## config.mk

```make
export PLATFORM = sky130hd
export DESIGN_NAME = door_lock_ctrl
export DESIGN_NICKNAME = d
export VERILOG_FILES = /design/src/rtl/door_lock_ctrl.sv
export SDC_FILE = /design/constraint.sdc
export NUM_CORES = 1
export LEC_CHECK = 0
export ABC_CLOCK_PERIOD_IN_PS = 9130
export CORE_MARGIN = 8
export CORE_UTILIZATION = 55
export CTS_CLUSTER_SIZE = 28
export DETAILED_ROUTE_END_ITERATION = 16
export PLACE_DENSITY = 0.81
export SLEW_MARGIN = 10
export SYNTH_ARGS = -nofsm -noshare
export SYNTH_HDL_FRONTEND = slang
export SYNTH_SLANG_ARGS = --single-unit
```

## constraint.sdc

```tcl
create_clock -name clk -period 9.13 [get_ports clk]
set_clock_uncertainty 0.05 [all_clocks]
set_input_delay 1.3695 -clock clk [delete_from_list [all_inputs] [get_ports clk]]
set_output_delay 1.3695 -clock clk [all_outputs]
set_load 0.05 [all_outputs]
```

## src/rtl/door_lock_ctrl.sv

```systemverilog
// Keypad PIN sequencer: turns held key codes into single press events, checks the
// entered PIN against a re-programmable code and drives unlock, error and alarm.

module door_lock_ctrl #(
   parameter int unsigned           CODE_LEN        = 4,
   parameter logic [4*CODE_LEN-1:0] DEFAULT_CODE    = 16'h1234,
   parameter int unsigned           DEBOUNCE_CYCLES = 500000,
   parameter int unsigned           UNLOCK_CYCLES   = 500000000,
   parameter int unsigned           ERROR_CYCLES    = 100000000,
   parameter int unsigned           LOCKOUT_CYCLES  = 32'd3000000000,
   parameter int unsigned           TIMEOUT_CYCLES  = 1000000000,
   parameter int unsigned           MAX_FAILS       = 3
) (
   input  logic       clk,
   input  logic       rst_n,
   input  logic [3:0] key_code,
   input  logic       key_valid,
   output logic       unlock,
   output logic       error,
   output logic       alarm,
   output logic [3:0] digit_count,
   output logic [2:0] fail_count,
   output logic [2:0] state
);

   typedef enum logic [2:0] {
      ST_IDLE     = 3'd0,
      ST_ENTRY    = 3'd1,
      ST_CHECK    = 3'd2,
      ST_UNLOCKED = 3'd3,
      ST_PROGRAM  = 3'd4,
      ST_ERROR    = 3'd5,
      ST_LOCKOUT  = 3'd6
   } state_t;

   localparam logic [3:0]  KEY_ENTER    = 4'hA;
   localparam logic [3:0]  KEY_PROG     = 4'hB;
   localparam logic [3:0]  KEY_CLEAR    = 4'hC;
   localparam logic [3:0]  KEY_LOCK     = 4'hD;
   localparam logic [3:0]  CODE_LEN_W   = 4'(CODE_LEN);
   localparam logic [2:0]  MAX_F        = 3'(MAX_FAILS);
   localparam logic [31:0] DEB_LAST     = 32'(DEBOUNCE_CYCLES - 1);
   localparam logic [31:0] DEB_MAX      = 32'(DEBOUNCE_CYCLES);
   localparam logic [31:0] UNLOCK_LAST  = 32'(UNLOCK_CYCLES - 1);
   localparam logic [31:0] ERROR_LAST   = 32'(ERROR_CYCLES - 1);
   localparam logic [31:0] LOCKOUT_LAST = 32'(LOCKOUT_CYCLES - 1);
   localparam logic [31:0] TIMEOUT_LAST = 32'(TIMEOUT_CYCLES - 1);

   logic [1:0]  validSync_q;
   logic [3:0]  codeSync1_q, codeSync2_q, runCode_q;
   logic [31:0] runCnt_q, relCnt_q, timer_q, limitLast;
   logic        armed_q, syncValid, isDigit, pressFire, timed, timerExpire, timerReload, lockoutExit;
   logic [3:0]  syncCode;

   state_t                  state_q, state_d;
   logic [4*CODE_LEN-1:0]   buffer_q, buffer_d, code_q, code_d, shifted;
   logic [3:0]              digitCount_q, digitCount_d;
   logic [2:0]              failCount_q, failCount_d, nextFails;

   assign syncValid = validSync_q[1];
   assign syncCode  = codeSync2_q;
   assign isDigit   = syncCode <= 4'd9;
   // runCnt_q counts earlier stable cycles, so the press fires on the DEBOUNCE_CYCLES-th one
   assign pressFire = armed_q && syncValid && (runCnt_q == DEB_LAST) &&
                      ((runCnt_q == 32'd0) || (syncCode == runCode_q));
   assign lockoutExit = (state_q == ST_LOCKOUT) && timerExpire;

   always_ff @(posedge clk or negedge rst_n) begin
      if (!rst_n) begin
         validSync_q <= '0;
         codeSync1_q <= '0;
         codeSync2_q <= '0;
         runCode_q   <= '0;
         runCnt_q    <= '0;
         relCnt_q    <= '0;
         armed_q     <= 1'b1;
      end else begin
         validSync_q <= {validSync_q[0], key_valid};
         codeSync1_q <= key_code;
         codeSync2_q <= codeSync1_q;
         if (!syncValid) begin
            runCnt_q <= '0;
         end else if ((runCnt_q == 32'd0) || (syncCode != runCode_q)) begin
            runCnt_q  <= 32'd1;
            runCode_q <= syncCode;
         end else if (runCnt_q != DEB_MAX) begin
            runCnt_q <= runCnt_q + 32'd1;
         end
         if (syncValid)
            relCnt_q <= '0;
         else if (relCnt_q != DEB_MAX)
            relCnt_q <= relCnt_q + 32'd1;
         // a key still held when lockout ends must be released before it counts
         if (pressFire || (lockoutExit && syncValid))
            armed_q <= 1'b0;
         else if (!syncValid && (relCnt_q >= DEB_LAST))
            armed_q <= 1'b1;
      end
   end

   always_comb begin
      timed     = 1'b1;
      limitLast = '0;
      case (state_q)
         ST_ENTRY, ST_PROGRAM: limitLast = TIMEOUT_LAST;
         ST_UNLOCKED:          limitLast = UNLOCK_LAST;
         ST_ERROR:             limitLast = ERROR_LAST;
         ST_LOCKOUT:           limitLast = LOCKOUT_LAST;
         default:              timed = 1'b0;
      endcase
   end

   assign timerExpire = timed && (timer_q == limitLast);
   assign timerReload = !timed || (state_d != state_q) ||
                        (pressFire && ((state_q == ST_ENTRY) || (state_q == ST_PROGRAM)));

   always_ff @(posedge clk or negedge rst_n) begin
      if (!rst_n) begin
         state_q      <= ST_IDLE;
         buffer_q     <= '0;
         code_q       <= DEFAULT_CODE;
         digitCount_q <= '0;
         failCount_q  <= '0;
         timer_q      <= '0;
      end else begin
         state_q      <= state_d;
         buffer_q     <= buffer_d;
         code_q       <= code_d;
         digitCount_q <= digitCount_d;
         failCount_q  <= failCount_d;
         timer_q      <= timerReload ? 32'd0 : timer_q + 32'd1;
      end
   end

   // timer expiry is tested before any press so a coincident press is dropped
   always_comb begin
      state_d      = state_q;
      buffer_d     = buffer_q;
      code_d       = code_q;
      digitCount_d = digitCount_q;
      failCount_d  = failCount_q;
      shifted      = buffer_q << 4;
      shifted[3:0] = syncCode;
      nextFails    = (failCount_q >= MAX_F) ? MAX_F : failCount_q + 3'd1;
      case (state_q)
         ST_IDLE: begin
            if (pressFire && isDigit) begin
               buffer_d      = '0;
               buffer_d[3:0] = syncCode;
               digitCount_d  = 4'd1;
               state_d       = ST_ENTRY;
            end
         end
         ST_ENTRY, ST_PROGRAM: begin
            if (timerExpire) begin
               state_d      = ST_IDLE;
               buffer_d     = '0;
               digitCount_d = '0;
            end else if (pressFire) begin
               if (isDigit) begin
                  if (digitCount_q < CODE_LEN_W) begin
                     buffer_d     = shifted;
                     digitCount_d = digitCount_q + 4'd1;
                  end
               end else if (syncCode == KEY_CLEAR) begin
                  state_d      = (state_q == ST_ENTRY) ? ST_IDLE : ST_UNLOCKED;
                  buffer_d     = '0;
                  digitCount_d = '0;
               end else if (syncCode == KEY_ENTER) begin
                  if (state_q == ST_ENTRY) begin
                     state_d = ST_CHECK;
                  end else begin
                     buffer_d     = '0;
                     digitCount_d = '0;
                     if (digitCount_q == CODE_LEN_W) begin
                        code_d  = buffer_q;
                        state_d = ST_UNLOCKED;
                     end else begin
                        state_d = ST_ERROR;
                     end
                  end
               end
            end
         end
         ST_CHECK: begin
            buffer_d     = '0;
            digitCount_d = '0;
            if ((digitCount_q == CODE_LEN_W) && (buffer_q == code_q)) begin
               failCount_d = '0;
               state_d     = ST_UNLOCKED;
            end else begin
               failCount_d = nextFails;
               state_d     = (nextFails == MAX_F) ? ST_LOCKOUT : ST_ERROR;
            end
         end
         ST_UNLOCKED: begin
            if (timerExpire)
               state_d = ST_IDLE;
            else if (pressFire && (syncCode == KEY_LOCK))
               state_d = ST_IDLE;
            else if (pressFire && (syncCode == KEY_PROG))
               state_d = ST_PROGRAM;
         end
         ST_ERROR: begin
            if (timerExpire)
               state_d = ST_IDLE;
         end
         ST_LOCKOUT: begin
            if (timerExpire) begin
               state_d     = ST_IDLE;
               failCount_d = '0;
            end
         end
         default: begin
            state_d      = ST_IDLE;
            buffer_d     = '0;
            digitCount_d = '0;
         end
      endcase
   end

   always_comb begin
      unlock      = (state_q == ST_UNLOCKED) || (state_q == ST_PROGRAM);
      error       = state_q == ST_ERROR;
      alarm       = state_q == ST_LOCKOUT;
      digit_count = digitCount_q;
      fail_count  = failCount_q;
      state       = state_q;
   end

endmodule

```

Word-level counts from Yosys, hierarchy flattened
Index checks and enable logic that the tools add are counted.
- reductions and logical operators: 34
- equality and inequality tests: 27
- $add $sub $neg: 5
- bitwise logic cells: 5
- order comparisons: 4
- multiplexer cells: 48
- operators with widths (cell ; count):
    32-bit 2-to-1 mux ; 6
    16-bit 2-to-1 mux ; 8
    32-bit one-hot mux with 4 select lines ; 1
    32-bit by 1-bit adder with 32-bit output, second input constant ; 3
    32-bit by 19-bit inequality test with 1-bit output, second input constant ; 2
    3-bit 2-to-1 mux ; 16
    16-bit one-hot mux with 3 select lines ; 1
    32-bit by 19-bit == test with 1-bit output, second input constant ; 1
    32-bit == test ; 1
    32-bit by 19-bit greater-or-equal comparator with 1-bit output, second input constant ; 1
    32-bit zero test ; 1
    4-bit 2-to-1 mux ; 8
    16-bit == test ; 1
    4-bit == test, second input constant ; 4
    3-bit one-hot mux with 5 select lines ; 1
    1-bit logical AND ; 12
    4-bit one-hot mux with 3 select lines ; 1
    5-bit inequality test, second input constant ; 2
    3-bit by 2-bit == test with 1-bit output, second input constant ; 3
    3-bit == test, second input constant ; 3
    8-bit AND reduction ; 1
    1-bit logical OR ; 7
    3-bit one-hot mux with 2 select lines ; 1
    6-bit AND reduction ; 1
    other kinds (25) ; 37
- bits of input ports: 7
- register bits after elaboration: 153
- word-level logic and storage cells: 136
- output and inout bits: 13

Depth between registers and ports, before layout
- word-level depth: 13
- depth in mapped cells: 14

Worst setup path after synthesis
OpenSTA, ideal clock, no wires.
- kind: register to register
- start: register state_q[2] (netlist: state[2])
- end: register timer_q[15]
- data required time: 8.951 ns
- stages on the path, launching flop included: 12
- setup time: 0.129 ns
- path buffers: 3
- setup slack: 5.590 ns
- arrival time: 3.361 ns
- cell sequence: dfrtp_1 buf_2 or3b_2 a21oi_1 a31oi_1 nor4_1 nand4_1 or2_0 clkbuf_1 a32oi_2 buf_2 nor3_2
- longest elaborated chain between the ends: 12
- elaborated cells between the ends (all ways): 34
- those cells by class: eq/ne (8); mux (16); reduce/logical (10)
- RTL lines (what ; line ; text):
    start, declared ; 55 ; state_t state_q, state_d;
    start signal, assigned ; 126 ; state_q <= state_d;
    branches (longest 10 deep; another with 32-bit one-hot mux with 4 select lines) ; - ;
    1-bit logical OR (*) ; 114 ; assign timerReload = !timed || (state_d != state_q) ||
    32-bit 2-to-1 mux (*) ; 131 ; timer_q <= timerReload ? 32'd0 : timer_q + 32'd1;
    end signal, assigned ; 131 ;
    end, declared ; 51 ; logic [31:0] runCnt_q, relCnt_q, timer_q, limitLast;
Every way passes the cells marked *.
A chain may end at the register's enable or synchronous reset.

Worst setup path in the final report
- start: register state_q[2] (netlist: state[2])
- end: output unlock
- longest elaborated chain between the ends: 2
- elaborated cells between the ends (all ways): 3
- those cells by class: eq/ne (2); reduce/logical (1)
- RTL lines (what ; line ; text):
    3-bit by 2-bit == test with 1-bit output / 3-bit == test (equally long branches) ; 223 ; unlock = (state_q == ST_UNLOCKED) || (state_q == ST_PROGRAM);
    1-bit logical OR (*) ; 223 ;
    end, declared ; 18 ; output logic unlock,
Every way passes the cells marked *; elsewhere a longest branch is shown, timed or not.

==> flow_metrics.tcl <==
set metrics [dict create \
    outcome "completed" \
    yosysSeqAreaShare_pct 46.4 \
    p_leak_nw 3.93 \
    synth_ff_type "dfrtp_1" \
    first_global_vias 6072 \
    ios 20 \
    fp-row-count 45 \
    slowest_stage "dfrtp_1" \
    syn_to_final_growth_pct 11.1 \
    yosysUniqueCellTypes 60 \
    fin_hold_ws_ns 0.298 \
    cts_setup_buffers 0 \
    viasPerCell 5.86 \
    grt_max_degree 96 \
    drtIter0Drc 685 \
    synth.area.top_cells "dfrtp_1 45%, xor2_1 7.6%, nor2_1 4.9%, nand2_1 4.0%, xnor2_1 3.4%" \
    drive_gt1_share_pct 7.93 \
    final_nets 911 \
    clockBufferDepth 2 \
    cp_slowest_stage_delay_ns 1.04 \
    worst_skew_pair.late_latency_ns 0.43 \
    antenna_cells 0 \
    hold_buffers 0 \
    path_clk_slew_ns 0.07 \
    overflow 0 \
    avgSynthCellArea_um2 9.27 \
    die_h_um 139 \
    ant_nets 0 \
    syn_inst 892 \
    grt_pass1_wl_mm 29.5 \
    finalMaxSlewViolations 0 \
    worst_setup_path_start_kind "register" \
    core_area_um2 14900 \
    drc 0 \
    yosysTopAreaCell "dfrtp_1" \
    required_ns 7.71 \
    endpoint_kind "primary output" \
    drt_first_pass_iters 5 \
    synth_edf_count 0 \
    routabilityCongestion 0.943 \
    cts_root_buffer "clkbuf_16" \
    yosysWarnings 0 \
    tritoncts "yes" \
    wl_per_cell_um 15.7 \
    cp.arrival_ns 2.99 \
    crit_family "flip-flops" \
    fin_tns_setup_ns 0 \
    final-setup-viol-count 0 \
    die_area_um2 19200 \
    antenna_found_initial 0 \
    tightest_slew_ns 1.12 \
    clock_sinks 153 \
    htree_levels 4 \
    track_usage_pct 18.3 \
    hold_path_class "register to register" \
    hold_viol 0 \
    via_count 6427 \
    async_reset_ff_share_pct 100 \
    ctsResizeCount 0 \
    start_util_pct 55.4 \
    post-route-period-util_pct 48.3 \
    final.min_clock_period_ns 4.41 \
    synth-seq-cells 153 \
    die_w_um 139 \
    crit_type "register to primary output" \
    rsz0062_at_grt "false" \
    cts_buffers 17 \
    dp_hpwl_mm 11.4 \
    path_cells "or3b_2 > nand2_1 > clkdlybuf4s50_1" \
    maxSlewHeadroom_pct 25.1 \
    max-cap-violations 0 \
    syn_nets 908 \
    path_buf_inv 1 \
    synth_top_area_share_pct 44.5 \
    netlist_area_um2 8270 \
    power.density_nw_per_um2 162 \
    wl_mm 17.2 \
    vdd_drop_max_mv 0.239 \
    fmax_mhz 227 \
    io_buffers 19 \
    cp_max_fo 36 \
]
[cells in the final DEF, fill, tap and decap left out, types with 5 or more instances in the layout]
cell	count
or3_1	14
ha_1	9
mux2i_1	22
a21oi_1	31
and3_1	26
dfstp_2	6
xor2_1	72
nand3b_1	5
nor4_1	14
xnor2_1	32
nand4_1	24
nor3b_1	5
a31oi_1	5
a21o_1	5
and4_1	7
nor2b_1	13
nor2_1	108
nand3_1	43
clkdlybuf4s50_1	18
nor3_2	14
nand2b_1	6
dfrtp_1	147
clkbuf_16	17
inv_1	36
o21ai_0	41
nor3_1	23
nand2_1	87
[worst register-to-register path: stages (launching register included)]
cell and delay, ns:
dfrtp_1 1.04, nand2_1 0.30, or4_1 0.46, and3_1 0.16, a311oi_1 0.35, nand4_1 0.21
and3_1 0.47, a221o_1 0.78, a211oi_1 0.36
[layout make-up]
type                       instances  area [um^2]
fill                            1192         5730
multi-input combinational        664         4120
sequential                       153         3840
clock buffer                      18          439
tap                              188          235
timing repair buffer              23          221
clock inverter                    14          196
inverter                          36          135
[logic make-up (layout without fill, tap and decap cells)]
group,Yosys count,in the layout,synth area share [%]
buf+inv,75,91,3.71
flops,153,153,46.4
simple gates,406,406,25.2
xor+xnor,104,104,11.0
mux,26,26,3.21
fa+ha+maj,9,9,1.36
compound gates,119,119,9.04
[per-layer routing]
metal	routed length (um)	GRT usage, %
met1	7910	24.6
met2	7990	27.8
met3	1030	4.73
met4	219	6.64
met5	0	0
[worst paths after layout]
check	from	end	slack, ns	cells after the start
min reg2reg	codeSync1_q[2]	codeSync2_q[2]	0.30	0
max	state[2]	unlock	4.72	3
max in group asynchronous	rst_n	code_q[15]	6.79	2
min	codeSync1_q[2]	codeSync2_q[2]	0.30	0
min in group asynchronous	rst_n	relCnt_q[5]	0.97	1
max reg2reg	state[2]	digit_count[2]	4.86	8
[synth_stat cells, types with 6 or more instances]
master	number
nor2b_1	13
and4_1	7
nand2_1	87
dfstp_2	6
buf_2	8
mux2i_1	22
nand3_1	43
nor2_1	108
or3_1	14
nand2b_1	6
dfrtp_1	147
o21ai_0	41
nand4_1	24
ha_1	9
a21oi_1	31
xor2_1	72
nor4_1	14
nor3_1	23
clkbuf_1	27
nor3_2	14
inv_1	36
xnor2_1	32
and3_1	26
[flip-flops by register name, summed over array words and instances (netlist names), 2 cells and up]
| name | flops |
|---|---|
| relCnt_q | 32 |
| runCnt_q | 32 |
| timer_q | 32 |
| buffer_q | 16 |
| code_q | 16 |
| codeSync1_q | 4 |
| codeSync2_q | 4 |
| digit_count | 4 |
| runCode_q | 4 |
| fail_count | 3 |
| state | 3 |
| validSync_q | 2 |
[power breakdown]
part           internal (mW)  switching [mW]  total, mW  leakage, nW
clock                  0.466           0.299      0.766        0.303
combinational         0.0103          0.0231     0.0335         1.55
sequential             0.683         0.00620      0.690         2.08
[metrics by stage]
stage	total power, mW	instances	cell area, um^2	utilization [%]	setup slack (ns)
floorplan	0.715	892	8270	-	5.59
global placement	0.735	1064	8550	57.3	5.09
detailed placement	0.737	1064	8550	57.3	4.95
CTS	1.50	1096	9190	61.6	4.76
global route	1.54	1096	9190	61.6	4.60
finish	1.49	1096	9190	61.6	4.72
(Power assumes the default switching activity.)
